--- config.mk ---
export PLATFORM = sky130hd
export DESIGN_NAME = res_port_arbiter
export DESIGN_NICKNAME = d
export VERILOG_FILES = /design/src/rtl/res_port_arbiter.sv
export SDC_FILE = /design/constraint.sdc
export NUM_CORES = 1
export LEC_CHECK = 0
export ABC_CLOCK_PERIOD_IN_PS = 5200
export BUFFER_PORTS_ARGS = -buffer_cell sky130_fd_sc_hd__buf_2
export CELL_PAD_IN_SITES_DETAIL_PLACEMENT = 0
export CELL_PAD_IN_SITES_GLOBAL_PLACEMENT = 1
export CORE_ASPECT_RATIO = 1.4
export CORE_MARGIN = 1.5
export CORE_UTILIZATION = 30
export DETAILED_ROUTE_END_ITERATION = 6
export PLACE_DENSITY = 0.94
export SYNTH_ARGS = -nofsm -noshare
export SYNTH_HDL_FRONTEND = slang
export SYNTH_SLANG_ARGS = --single-unit
--- constraint.sdc ---
create_clock -name clk -period 5.2 [get_ports clk]
set_input_delay 1.56 -clock clk [delete_from_list [all_inputs] [get_ports clk]]
set_output_delay 1.56 -clock clk [all_outputs]
set_load 0.01 [all_outputs]
--- src/rtl/res_port_arbiter.sv ---
// res_port_arbiter
//   Round-robin arbiter that lets three requesters (0 = init, 1 = forward
//   pass, 2 = backward pass) share one single-port res RAM.
//
//   Ports
//     clk                      single clock, rising edge
//     reset                    asynchronous, active-low reset
//     req[2:0]                 per-requester bus request
//     rd0..rd2, wr0..wr2       per-requester read / write strobes
//     addr0..addr2 [13:0]      per-requester RAM address
//     wdata0..wdata2 [7:0]     per-requester write data
//     gnt[2:0]                 registered one-hot grant
//     rvalid[2:0]              registered: rdata holds that requester's read
//     rdata[7:0]               res_di passed straight through
//     res_rd, res_wr           RAM strobes
//     res_addr[13:0]           RAM address
//     res_do[7:0]              RAM write data
//     res_di[7:0]              RAM read data, valid the cycle after res_rd
//     busy                     state decode: high while in OWN
//     err                      sticky: owner asserted rd and wr together
//
//   Handshake: a requester holding gnt[i] performs a "beat" in any cycle
//   where req[i]=1 and (rd_i or wr_i)=1; the beat reaches the RAM pins in
//   that same cycle. A read beat in cycle N is answered by rvalid[i]=1 and
//   rdata in cycle N+1. Strobes from requesters without the grant are
//   ignored. Only the OWN state carries beats, so after any release there
//   is always at least one IDLE cycle with gnt=0.
module res_port_arbiter #(
   parameter int unsigned MAX_BURST = 16
) (
   input  logic        clk,
   input  logic        reset,
   input  logic [2:0]  req,
   input  logic        rd0,
   input  logic        rd1,
   input  logic        rd2,
   input  logic        wr0,
   input  logic        wr1,
   input  logic        wr2,
   input  logic [13:0] addr0,
   input  logic [13:0] addr1,
   input  logic [13:0] addr2,
   input  logic [7:0]  wdata0,
   input  logic [7:0]  wdata1,
   input  logic [7:0]  wdata2,
   output logic [2:0]  gnt,
   output logic [2:0]  rvalid,
   output logic [7:0]  rdata,
   output logic        res_rd,
   output logic        res_wr,
   output logic [13:0] res_addr,
   output logic [7:0]  res_do,
   input  logic [7:0]  res_di,
   output logic        busy,
   output logic        err
);

   typedef enum logic {
      IDLE = 1'b0,
      OWN  = 1'b1
   } state_t;

   localparam logic [7:0] BURST_LIMIT = 8'(MAX_BURST);

   state_t      state;
   logic [1:0]  last;     // most recent winner; also the owner while in OWN
   logic [7:0]  cnt;      // beats taken in the current burst window

   logic        o_rd;
   logic        o_wr;
   logic [13:0] o_addr;
   logic [7:0]  o_wdata;
   logic        beat;
   logic        others;
   logic        at_limit;
   logic [7:0]  cnt_inc;
   logic [1:0]  cand1;
   logic [1:0]  cand2;
   logic [1:0]  win;

   function automatic logic [1:0] next3(input logic [1:0] x);
      return (x == 2'd2) ? 2'd0 : x + 2'd1;
   endfunction

   function automatic logic [2:0] onehot(input logic [1:0] x);
      return 3'b001 << x;
   endfunction

   // Select the current owner's strobes and payload.
   always_comb begin
      o_rd    = 1'b0;
      o_wr    = 1'b0;
      o_addr  = '0;
      o_wdata = '0;
      case (last)
         2'd0: begin o_rd = rd0; o_wr = wr0; o_addr = addr0; o_wdata = wdata0; end
         2'd1: begin o_rd = rd1; o_wr = wr1; o_addr = addr1; o_wdata = wdata1; end
         2'd2: begin o_rd = rd2; o_wr = wr2; o_addr = addr2; o_wdata = wdata2; end
         default: ;
      endcase
   end

   assign beat     = (state == OWN) && req[last] && (o_rd || o_wr);
   assign others   = |(req & ~onehot(last));
   assign cnt_inc  = cnt + 8'd1;
   assign at_limit = (cnt_inc == BURST_LIMIT);

   // Round-robin search order: last+1, last+2, then last itself.
   assign cand1 = next3(last);
   assign cand2 = next3(cand1);
   always_comb begin
      win = last;
      if (req[cand1])      win = cand1;
      else if (req[cand2]) win = cand2;
   end

   // RAM pins carry the owner's beat only; the reset term keeps them quiet
   // the moment reset drops, independent of the clock.
   always_comb begin
      res_rd   = 1'b0;
      res_wr   = 1'b0;
      res_addr = '0;
      res_do   = '0;
      if (beat && reset) begin
         res_wr   = o_wr;
         res_rd   = o_rd && !o_wr;   // write wins a simultaneous rd/wr
         res_addr = o_addr;
         res_do   = o_wdata;
      end
   end

   assign rdata = res_di;
   assign busy  = (state == OWN);

   always_ff @(posedge clk or negedge reset) begin
      if (!reset) begin
         state  <= IDLE;
         gnt    <= 3'b000;
         rvalid <= 3'b000;
         cnt    <= 8'd0;
         last   <= 2'd2;
         err    <= 1'b0;
      end else begin
         rvalid <= res_rd ? onehot(last) : 3'b000;
         if (beat && o_rd && o_wr) err <= 1'b1;
         case (state)
            IDLE: begin
               if (|req) begin
                  gnt   <= onehot(win);
                  last  <= win;
                  cnt   <= 8'd0;
                  state <= OWN;
               end else begin
                  gnt <= 3'b000;
               end
            end
            OWN: begin
               if (!req[last]) begin
                  gnt   <= 3'b000;
                  state <= IDLE;
               end else if (beat) begin
                  if (at_limit) begin
                     // Burst window used up: yield only if someone is waiting,
                     // otherwise start a fresh window and keep the grant.
                     cnt <= 8'd0;
                     if (others) begin
                        gnt   <= 3'b000;
                        state <= IDLE;
                     end
                  end else begin
                     cnt <= cnt_inc;
                  end
               end
            end
            default: state <= IDLE;
         endcase
      end
   end

endmodule

==> summary.txt, run 1 <==
STA
  – Tmin final: roughly 4.5 ns
  – Setup Skew: about 0.0022 ns
  – Final setup margin: ~0.69 ns
  – Highest clock rate: about 220 MHz
  – Setup tns final: 0 ns
  – Setup-failing EPs final: 0
  – Actual slew at the worst max-slew pin: 0.930 ns
  – RSZ-0062 raised after global routing: false
  – Final hold violation count: 0
  – Period utilization: 86.7%
  – Final count of pins violating max slew: 0
  – Max-slew headroom: 38.0%

Placement
  – Port Buffers: about 110
  – Routability Congestion: between 0.8 and 0.9
  – DP Wirelength: 4.14 mm
  – Place WS: around 0.7 ns

Detailed routing
  – Routed len/inst: about 13 µm
  – Pre-antenna DRT Iters: 4
  – Post-route ant nets: 0
  – Via-to-Cell Ratio: about 5.1
  – Residual DRC: 0
  – Via count: just over 2000
  – Total Wirelength: around 5.3 mm
  – Drt initial violations: between 80 and 90

Clock tree
  – Maximum clock insertion buffer count: 2
  – Number of H-tree levels: 1
  – Hold Buf Count CTS: 0
  – Worst-path clk slew: 0.07 ns
  – Clk root buf: clkbuf_8
  – CTS tree: yes
  – CTS buffer count: 3
  – Later-pin clock latency in the skew report: 0.26 ns
  – Clock Sinks: 18
  – CTS resizes: 0
  – Post-CTS Setup Bufs: 0

Power and ir drop
  – Tot Pwr: around 940 µW
  – Proportion of power drawn by the clock network: roughly 11%
  – Psw: 455 µW
  – Sequential share of power: between 20 and 30%
  – Worst vdd ir: around 0.00014 V
  – Lkg Pwr: roughly 1.2 nW
  – Sw Share: around half
  – Pwr/cell area: around 400 nW/µm²
  – Cell-internal power: between 400 and 500 µW
  – Combinational share of power: 60.2%

Floorplan
  – Core area: 5820 µm²
  – Die ar.: between 6000 and 7000 µm²
  – Initial core utilization: 31.1%
  – Site Rows: 33
  – Die X: 68.7 µm
  – Top Ports: between 100 and 150
  – Die H: ~95 µm

Critical path
  – CP Launch Type: input pin
  – Critical path cell sequence: buf_2 > mux2_4 > a22oi_4 > nor2_2 > o211ai_1 > buf_4 > nor2_1 > buf_2
  – Slowest Stage Delay on Critical Path: between 0.2 and 0.3 ns
  – Max Fanout on Critical Path: 23
  – CP max-delay cell: mux2_4
  – Worst path top cell family by delay: buffers and inverters
  – Kind of end point of the critical path: primary output
  – Crit path buffers/inverters: 3
  – Kind of critical path: input pin to primary output
  – WP data required: 3.64 ns
  – Crit path top cell by count: buf_2
  – Crit path DAT: 2.95 ns

Run
  – # Max-Cap Violations: 0

Synth
  – Ys flop type: dfrtp_1
  – Synth cell count leaders: 55 x nor2_1, 26 x a21oi_1, 26 x mux2i_1, 17 x dfrtp_1, 12 x o21ai_0
  – Ranking of synthesized cells by area: dfrtp_1 23%, mux2i_1 14%, nor2_1 11%
  – Async set or reset register ratio after synthesis: 100%
  – Net count of the mapped netlist: approximately 320
  – Leading area contributor after synthesis: dfrtp_1
  – Avg Inst Size Synth: ~7.7 µm²
  – Flops & latches, synth: 18
  – Synthesized area: roughly 1800 µm²
  – EDFF count, synth: 0
  – Yosys warns: 0
  – Mapped Cells: ~240
  – Share of the synthesized area in the top cell type: approximately a quarter
  – Most frequent cell after synthesis: nor2_1
  – Sequential cell area fraction in the yosys report: between 20% and 30%
  – Post-synth cell types: 45

Min path
  – HP Class: flop to flop

Global routing
  – Largest net degree at the start of global routing: 38
  – First-pass GRT wire length: between 8 and 9 mm
  – Gr usage total: around 17%
  – Overflow after GRT: 0
  – Vias in the first global route: approximately 1800
  – Initial antenna violation count: 0

Final layout
  – Fillers: 594
  – Layout cells sized above 1: 39.1%
  – # diodes: 0
  – Area Overhead vs Synth: 30.2%
  – Post-layout nets: about 420

Status
  – Outcome: finished clean
==> per-layer routing <==
layer | wire length [µm] | up-vias | global-route usage [%]
li1 | - | 1002 | -
met1 | 2120 | 918 | 20.2
met2 | 2720 | 94 | 29.6
met3 | 382 | 9 | 2.03
met4 | 74 | 0 | 6.17
met5 | 0 | - | 0
==> power by group through the flow <==
stage               Clock, mW  Sequential, mW  Combinational (mW)
floorplan                   0           0.210               0.494
global placement            0           0.272               0.566
detailed placement          0           0.273               0.571
CTS                     0.106           0.270               0.573
global route            0.112           0.278               0.635
finish                  0.105           0.270               0.567
==> cells by family (layout without fill, tap and decap cells) <==
| family | Yosys count | after routing | share of synthesized area (%) |
|---|---|---|---|
| AOI/OAI and AO/OA | 61 | 61 | 22.5 |
| xor gates and xnor gates | 2 | 2 | 0.968 |
| adders and majority gates | 2 | 2 | 1.38 |
| buffers and inverters | 30 | 121 | 9.54 |
| DFF | 18 | 18 | 24.9 |
| muxes | 29 | 29 | 16.8 |
| and+or+nand+nor | 94 | 94 | 23.9 |
==> worst paths after layout <==
path                                     start             endpoint  slack, ns  depth (start not counted)
setup / recovery                        req[0]          res_addr[9]       0.69                          8
hold / removal                 err$_DFFE_PN0P_      err$_DFFE_PN0P_       0.51                          1
setup reg to reg           last[0]$_DFFE_PN0P_   cnt[3]$_DFFE_PN0P_       2.60                          6
hold reg to reg                err$_DFFE_PN0P_      err$_DFFE_PN0P_       0.51                          1
max in group asynchronous                reset  last[1]$_DFFE_PN1P_       3.63                          1
min in group asynchronous                reset   cnt[2]$_DFFE_PN0P_       1.23                          1
==> placed cells by master (no fill, tap or decap), types with 2 or more instances in the layout <==
cell type,instances
buf_2,108
nor2_1,55
mux2i_1,26
a21oi_1,26
dfrtp_1,16
o21ai_0,12
nand2_1,10
nand3_1,9
inv_1,6
o211ai_1,4
nor3_1,4
o2bb2ai_1,3
nand4_1,3
clkbuf_8,3
buf_4,3
mux2_4,2
a2bb2oi_2,2
nand2b_1,2
or3_1,2
nor2b_1,2
xnor2_1,2
o22ai_1,2
a21o_1,2
ha_1,2
==> final cells by class <==
class / instances / area (µm²) / area share, %
sequential: 18 / 453 / 19.2
clock buffer: 4 / 45.0 / 1.91
inverter: 6 / 22.5 / 0.955
tap: 70 / 87.6 / 3.72
timing repair buffer: 111 / 563 / 23.9
multi-input combinational: 188 / 1190 / 50.3
==> per-stage QoR <==
| stage | instances | instance area (µm²) | utilization, % | hold WS [ns] |
|---|---|---|---|---|
| 6_report | 397 | 2360 | 40.5 | 0.508 |
| 5_1_grt | 397 | 2360 | 40.5 | 0.529 |
| 4_1_cts | 397 | 2360 | 40.5 | 0.515 |
| 3_5_place_dp | 393 | 2310 | 39.7 | 0.491 |
| 3_3_place_gp | 393 | 2310 | 39.7 | 0.484 |
| 2_1_floorplan | 236 | 1810 | - | 0.465 |
==> registers in the layout (all words and copies together) (netlist names) <==
register	cells
gnt	3
cnt	8
last	2
rvalid	3
err	1
busy	1
Power figures use the tool's default switching activity.
==> inputs of run 2 (changes only) <==
--- a/config.mk
+++ b/config.mk
@@ -10,7 +10,6 @@
 export CELL_PAD_IN_SITES_DETAIL_PLACEMENT = 0
 export CELL_PAD_IN_SITES_GLOBAL_PLACEMENT = 1
 export CORE_ASPECT_RATIO = 1.4
-export CORE_MARGIN = 1.5
 export CORE_UTILIZATION = 30
 export DETAILED_ROUTE_END_ITERATION = 6
 export PLACE_DENSITY = 0.94
==> run 2 against run 1 <==
Against the previous run:
- critical path type unchanged
- power increased by 0.95%
- worst hold slack got worse by 0.039 ns
- largest cell class unchanged
- critical endpoint is now res_do[4]
- largest power group unchanged
- via count decreased by 0.25%
- combinational power decreased by 0.9%
- maximum frequency increased by 0.44%
- wire length decreased by 2.2%
- clock skew increased by 0.0043 ns
- sequential cell count unchanged
==> summary.txt, run 2 (synthesis gave the netlist of run 1 again) <==
Status
  – Outcome: finished clean (unchanged)

Final layout
  – Fillers: 592 (was 594)
  – Most common cell after layout, fill and taps aside: buf_2 (unchanged)
  – Area Overhead vs Synth: 30.5% (was 30.2%)
  – Final Non-Filler Cells: 397 (unchanged)
  – Largest register FFs: 8 (unchanged)
  – Final Util: 40.6% (was 40.5%)
  – Fin area: 2360 µm² (about the same)
  – Post-layout nets: 414 (was 415)
  – Commonest cells after routing, fill and taps aside: 108 x buf_2, 55 x nor2_1, 26 x mux2i_1, 26 x a21oi_1, 16 x dfrtp_1 (unchanged)
  – Layout cells sized above 1: 39.3% (was 39.1%)
  – Register area: 453 µm² (unchanged)
  – Area taken by multi-input logic gates: 1190 µm² (unchanged)
  – Largest reg by FF count: cnt (unchanged)
  – Largest regs: cnt: 8 flops, gnt: 3 flops, rvalid: 3 flops (unchanged)

STA
  – Period utilization: 86.3% (was 86.7%)
  – RSZ-0062 raised after global routing: false (unchanged)
  – Highest clock rate: 223 MHz (was 222 MHz)
  – Max-slew headroom: 37.5% (was 38.0%)
  – Final setup margin: 0.713 ns (was 0.693 ns)
  – Tmin final: 4.49 ns (was 4.51 ns)
  – Setup tns final: 0 ns (unchanged)
  – Setup Skew: 0.00647 ns (was 0.00215 ns)
  – Final hold violation count: 0 (unchanged)
  – Actual slew at the worst max-slew pin: 0.937 ns (was 0.930 ns)
  – Setup-failing EPs final: 0 (unchanged)
  – Final count of pins violating max slew: 0 (unchanged)

Power and ir drop
  – Lkg Pwr: 1.24 nW (about the same)
  – Cell-internal power: 497 µW (was 487 µW)
  – Sw Share: 47.7% (was 48.3%)
  – Worst vdd ir: 0.000135 V (was 0.000141 V)
  – Proportion of power drawn by the clock network: 12.4% (was 11.1%)
  – Combinational share of power: 59.1% (was 60.2%)
  – Pwr/cell area: 403 nW/µm² (was 400 nW/µm²)
  – Psw: 454 µW (was 455 µW)
  – Sequential share of power: 28.5% (was 28.6%)

Placement
  – Post-DP Area: 2300 µm² (was 2310 µm²)
  – Place WS: 0.713 ns (was 0.705 ns)
  – Port Buffers: 108 (unchanged)
  – DP Wirelength: 3.98 mm (was 4.14 mm)
  – Routability Congestion: 0.842 (was 0.868)
  – DP Cell Count: 392 (was 393)

Detailed routing
  – Via count: 2018 (was 2023)
  – Pre-antenna DRT Iters: 4 (unchanged)
  – Routed len/inst: 13.1 µm (was 13.3 µm)
  – Residual DRC: 0 (unchanged)
  – Total Wirelength: 5.18 mm (was 5.30 mm)
  – Post-route ant nets: 0 (unchanged)
  – Via-to-Cell Ratio: 5.08 (was 5.10)
  – Drt initial violations: 158 (was 87)

Min path
  – HP Class: flop to flop (unchanged)

Clock tree
  – Post-CTS Setup Bufs: 0 (unchanged)
  – Clock Sinks: 18 (unchanged)
  – Clk root buf: clkbuf_8 (unchanged)
  – CTS tree: yes (unchanged)
  – Later-pin clock latency in the skew report: 0.27 ns (was 0.26 ns)
  – CTS resizes: 0 (unchanged)
  – CTS buffer count: 3 (unchanged)
  – Hold Buf Count CTS: 0 (unchanged)
  – Number of H-tree levels: 1 (unchanged)
  – Maximum clock insertion buffer count: 2 (unchanged)
  – Worst-path clk slew: 0.07 ns (about the same)

Critical path
  – Worst path top cell family by delay: buffers and inverters (unchanged)
  – Crit path buffers/inverters: 3 (unchanged)
  – Critical path depth: 8 (unchanged)
  – RR Startpoint: last[0]$_DFFE_PN0P_ (unchanged)
  – R2R Setup Slk: 2.43 ns (was 2.60 ns)
  – Crit path top cell by count: buf_2 (unchanged)
  – Crit path DAT: 2.93 ns (was 2.95 ns)
  – RR Endpoint: cnt[3]$_DFFE_PN0P_ (unchanged)
  – Critical Path Sink: res_do[4] (was res_addr[9])
  – CP max-delay cell: mux2_4 (unchanged)
  – FF-to-FF path depth: 5 (was 6)
  – Slowest Stage Delay on Critical Path: 0.29 ns (about the same)
  – WP data required: 3.64 ns (about the same)
  – Kind of end point of the critical path: primary output (unchanged)
  – CP Launch Type: input pin (unchanged)
  – Crit path from: req[0] (unchanged)
  – Kind of critical path: input pin to primary output (unchanged)
  – Max Fanout on Critical Path: 23 (unchanged)
  – Critical path cell sequence: buf_2 > mux2_4 > a22oi_4 > nor2_2 > o211ai_1 > buf_4 > nor2_1 > buf_2 (unchanged)

Floorplan
  – Die ar.: 6350 µm² (was 6520 µm²)
  – Initial core utilization: 31.1% (unchanged)
  – Die H: 93.9 µm (was 94.9 µm)
  – Site Rows: 33 (unchanged)
  – Core area: 5820 µm² (unchanged)
  – Top Ports: 125 (unchanged)
  – Die X: 67.7 µm (was 68.7 µm)

Global routing
  – Largest net degree at the start of global routing: 38 (unchanged)
  – Gr usage total: 16.6% (was 16.8%)
  – Overflow after GRT: 0 (unchanged)
  – Vias in the first global route: 1794 (was 1843)
  – Initial antenna violation count: 0 (unchanged)
  – First-pass GRT wire length: 8.02 mm (was 8.39 mm)

Run
  – # Max-Cap Violations: 0 (unchanged)
run 2: through the flow:
step / hold slack [ns] / total power, mW
final: 0.468 / 0.951
after floorplan: 0.465 / 0.704
after CTS: 0.470 / 0.960
after detailed placement: 0.454 / 0.840
after global placement: 0.463 / 0.833
after global routing: 0.501 / 1.03
run 2: area by class of cell:
cell class / instances / area share (%)
Tap cell: 70 / 3.71
Multi-Input combinational cell: 188 / 50.2
Sequential cell: 18 / 19.2
Antenna cell: 1 / 0.106
Inverter: 6 / 0.953
Clock buffer: 4 / 2.33
Timing Repair Buffer: 110 / 23.5
run 2: worst min path at each step:
stage	from	endpoint	slack (ns)	cells after the start
2_1_floorplan	cnt[7]$_DFFE_PN0P_	cnt[7]$_DFFE_PN0P_	0.46	1
3_3_place_gp	err$_DFFE_PN0P_	err$_DFFE_PN0P_	0.46	1
3_5_place_dp	err$_DFFE_PN0P_	err$_DFFE_PN0P_	0.45	1
4_1_cts	err$_DFFE_PN0P_	err$_DFFE_PN0P_	0.47	1
5_1_grt	err$_DFFE_PN0P_	err$_DFFE_PN0P_	0.50	1
6_report	err$_DFFE_PN0P_	err$_DFFE_PN0P_	0.47	1
run 2: routing by layer:
| metal | up-vias | share of wire (%) | global-route usage [%] |
|---|---|---|---|
| li1 | 1001 | - | - |
| met1 | 906 | 39 | 20.3 |
| met2 | 104 | 50 | 28.2 |
| met3 | 7 | 9.6 | 2.43 |
| met4 | 0 | 1.4 | 6.74 |
| met5 | - | 0 | 0 |
run 2: power groups by stage:
stage / clock [mW] / combinational [mW] / sequential, mW
floorplan: 0 / 0.494 / 0.210
global placement: 0 / 0.561 / 0.272
detailed placement: 0 / 0.567 / 0.273
CTS: 0.120 / 0.569 / 0.271
global route: 0.128 / 0.623 / 0.281
finish: 0.118 / 0.562 / 0.271
==> inputs of run 3 (changes only) <==
--- a/config.mk
+++ b/config.mk
@@ -10,9 +10,11 @@
 export CELL_PAD_IN_SITES_DETAIL_PLACEMENT = 0
 export CELL_PAD_IN_SITES_GLOBAL_PLACEMENT = 1
 export CORE_ASPECT_RATIO = 1.4
+export CORE_MARGIN = 2
 export CORE_UTILIZATION = 30
 export DETAILED_ROUTE_END_ITERATION = 6
 export PLACE_DENSITY = 0.94
+export REMOVE_ABC_BUFFERS = 1
 export SYNTH_ARGS = -nofsm -noshare
 export SYNTH_HDL_FRONTEND = slang
 export SYNTH_SLANG_ARGS = --single-unit
==> run 3 against run 2 <==
Against the previous run:
- first-iteration DRC count fell by 19%
- highest routed layer unchanged
- critical path depth did not move
- maximum frequency fell by 0.53%
- via count rose by 1.0%
- sequential cell count did not move
- critical path type unchanged
- cell count did not move
==> summary.txt, run 3 (synthesis gave the netlist of run 1 again) <==
Status
  – Outcome: finished clean (unchanged)

Floorplan
  – Initial core utilization: 30.9% (was 31.1%)
  – Die H: 95.9 µm (was 93.9 µm)
  – Site Rows: 33 (unchanged)
  – Core area: 5860 µm² (was 5820 µm²)
  – Die X: 69.7 µm (was 67.7 µm)
  – Die ar.: 6680 µm² (was 6350 µm²)
  – Top Ports: 125 (unchanged)

Critical path
  – FF-to-FF path depth: 5 (unchanged)
  – CP Launch Type: input pin (unchanged)
  – Crit path DAT: 2.95 ns (was 2.93 ns)
  – WP data required: 3.64 ns (about the same)
  – R2R Setup Slk: 2.69 ns (was 2.43 ns)
  – Kind of end point of the critical path: primary output (unchanged)
  – Max Fanout on Critical Path: 23 (unchanged)
  – Kind of critical path: input pin to primary output (unchanged)
  – Crit path from: req[0] (unchanged)
  – RR Endpoint: cnt[3]$_DFFE_PN0P_ (unchanged)
  – RR Startpoint: last[0]$_DFFE_PN0P_ (unchanged)

STA
  – Setup Skew: 0.00149 ns (was 0.00647 ns)
  – Max-slew headroom: 51.5% (was 37.5%)
  – Period utilization: 86.7% (was 86.3%)
  – RSZ-0062 raised after global routing: false (unchanged)
  – Highest clock rate: 222 MHz (was 223 MHz)
  – Final hold violation count: 0 (unchanged)
  – Setup tns final: 0 ns (unchanged)
  – Final count of pins violating max slew: 0 (unchanged)
  – Setup-failing EPs final: 0 (unchanged)
  – Actual slew at the worst max-slew pin: 0.726 ns (was 0.937 ns)
  – Tmin final: 4.51 ns (was 4.49 ns)

Final layout
  – Layout cells sized above 1: 39.4% (was 39.3%)
  – Area Overhead vs Synth: 30.8% (was 30.5%)
  – Post-layout nets: 415 (was 414)
  – Largest regs: cnt: 8 flops, gnt: 3 flops, rvalid: 3 flops (unchanged)
  – Commonest cells after routing, fill and taps aside: 108 x buf_2, 55 x nor2_1, 26 x mux2i_1, 26 x a21oi_1, 16 x dfrtp_1 (unchanged)
  – Largest reg by FF count: cnt (unchanged)
  – Fin area: 2370 µm² (was 2360 µm²)
  – Final Non-Filler Cells: 397 (unchanged)
  – Largest register FFs: 8 (unchanged)
  – Most common cell after layout, fill and taps aside: buf_2 (unchanged)
  – # diodes: 0 (was 1)

Placement
  – Post-DP Area: 2310 µm² (was 2300 µm²)
  – Routability Congestion: 0.888 (was 0.842)
  – DP Cell Count: 393 (was 392)
  – Port Buffers: 108 (unchanged)
  – DP Wirelength: 4.23 mm (was 3.98 mm)

Global routing
  – First-pass GRT wire length: 8.65 mm (was 8.02 mm)
  – Overflow after GRT: 0 (unchanged)
  – Gr usage total: 16.1% (was 16.6%)
  – Largest net degree at the start of global routing: 37 (was 38)
  – Vias in the first global route: 1945 (was 1794)
  – Initial antenna violation count: 0 (unchanged)

Power and ir drop
  – Pwr/cell area: 406 nW/µm² (was 403 nW/µm²)
  – Tot Pwr: 961 µW (was 951 µW)
  – Worst vdd ir: 0.000182 V (was 0.000135 V)
  – Lkg Pwr: 1.24 nW (about the same)

Detailed routing
  – Total Wirelength: 5.58 mm (was 5.18 mm)
  – Post-route ant nets: 0 (unchanged)
  – Residual DRC: 0 (unchanged)
  – Routed len/inst: 14.1 µm (was 13.1 µm)
  – Pre-antenna DRT Iters: 4 (unchanged)
  – Drt initial violations: 128 (was 158)
  – Via-to-Cell Ratio: 5.14 (was 5.08)
  – Via count: 2039 (was 2018)

Clock tree
  – Hold Buf Count CTS: 0 (unchanged)
  – Clk root buf: clkbuf_8 (unchanged)
  – Maximum clock insertion buffer count: 2 (unchanged)
  – Later-pin clock latency in the skew report: 0.25 ns (was 0.27 ns)
  – CTS resizes: 0 (unchanged)
  – Worst-path clk slew: 0.07 ns (about the same)
  – CTS tree: yes (unchanged)
  – Clock Sinks: 18 (unchanged)
  – Number of H-tree levels: 1 (unchanged)
  – CTS buffer count: 3 (unchanged)
  – Post-CTS Setup Bufs: 0 (unchanged)

Min path
  – Hold-critical path depth: 1 (unchanged)
  – HP Class: flop to flop (unchanged)
  – Min-Delay Endpoint: err$_DFFE_PN0P_ (unchanged)
  – Hold_sp: err$_DFFE_PN0P_ (unchanged)

Run
  – # Max-Cap Violations: 0 (unchanged)
run 3: cell count changes in the layout (fill, tap and decap cells not counted), sizes merged:
cell,before,now
buf,110,111
diode,1,0
run 3: power by group:
part           switching, mW  internal [mW]  leakage [nW]
Combinational          0.355          0.256         0.980
Sequential            0.0570          0.175         0.235
Clock                 0.0505         0.0673        0.0288
Total                  0.463          0.498          1.24
run 3: cell type report:
cell class	count	area, µm²
Multi-Input combinational cell	188	1190
Sequential cell	18	453
Timing Repair Buffer	111	563
Clock buffer	4	55.1
Tap cell	70	87.6
Inverter	6	22.5
Fill cell	619	3500
run 3: metal layers:
layer | track usage, % | routed length (µm)
met5 | 0 | 0
met4 | 5.45 | 121
met3 | 3.14 | 526
met2 | 31.0 | 2810
met1 | 17.6 | 2130
run 3: how the worst max path moves through the flow:
stage	endpoint	slack [ns]	cells after the start
3_3_place_gp	res_addr[12]	0.71	8
4_1_cts	res_do[6]	0.69	8
3_5_place_dp	res_do[6]	0.70	8
2_1_floorplan	res_addr[0]	0.62	4
6_report	res_do[6]	0.69	8
5_1_grt	res_do[0]	0.58	8
run 3: worst max-delay path, stage by stage:
cell      delay (ns)
buf_2           0.14
mux2_4          0.29
a22oi_4         0.21
nor2_2          0.11
o211ai_1        0.11
buf_4           0.30
nor2_1          0.09
buf_2           0.14
run 3: metrics by stage:
stage / setup WS (ns) / hold slack [ns] / util, %
2_1_floorplan: 0.623 / 0.465 / -
3_3_place_gp: 0.705 / 0.479 / 39.4
3_5_place_dp: 0.701 / 0.473 / 39.4
4_1_cts: 0.693 / 0.490 / 40.4
5_1_grt: 0.578 / 0.498 / 40.4
6_report: 0.689 / 0.496 / 40.4
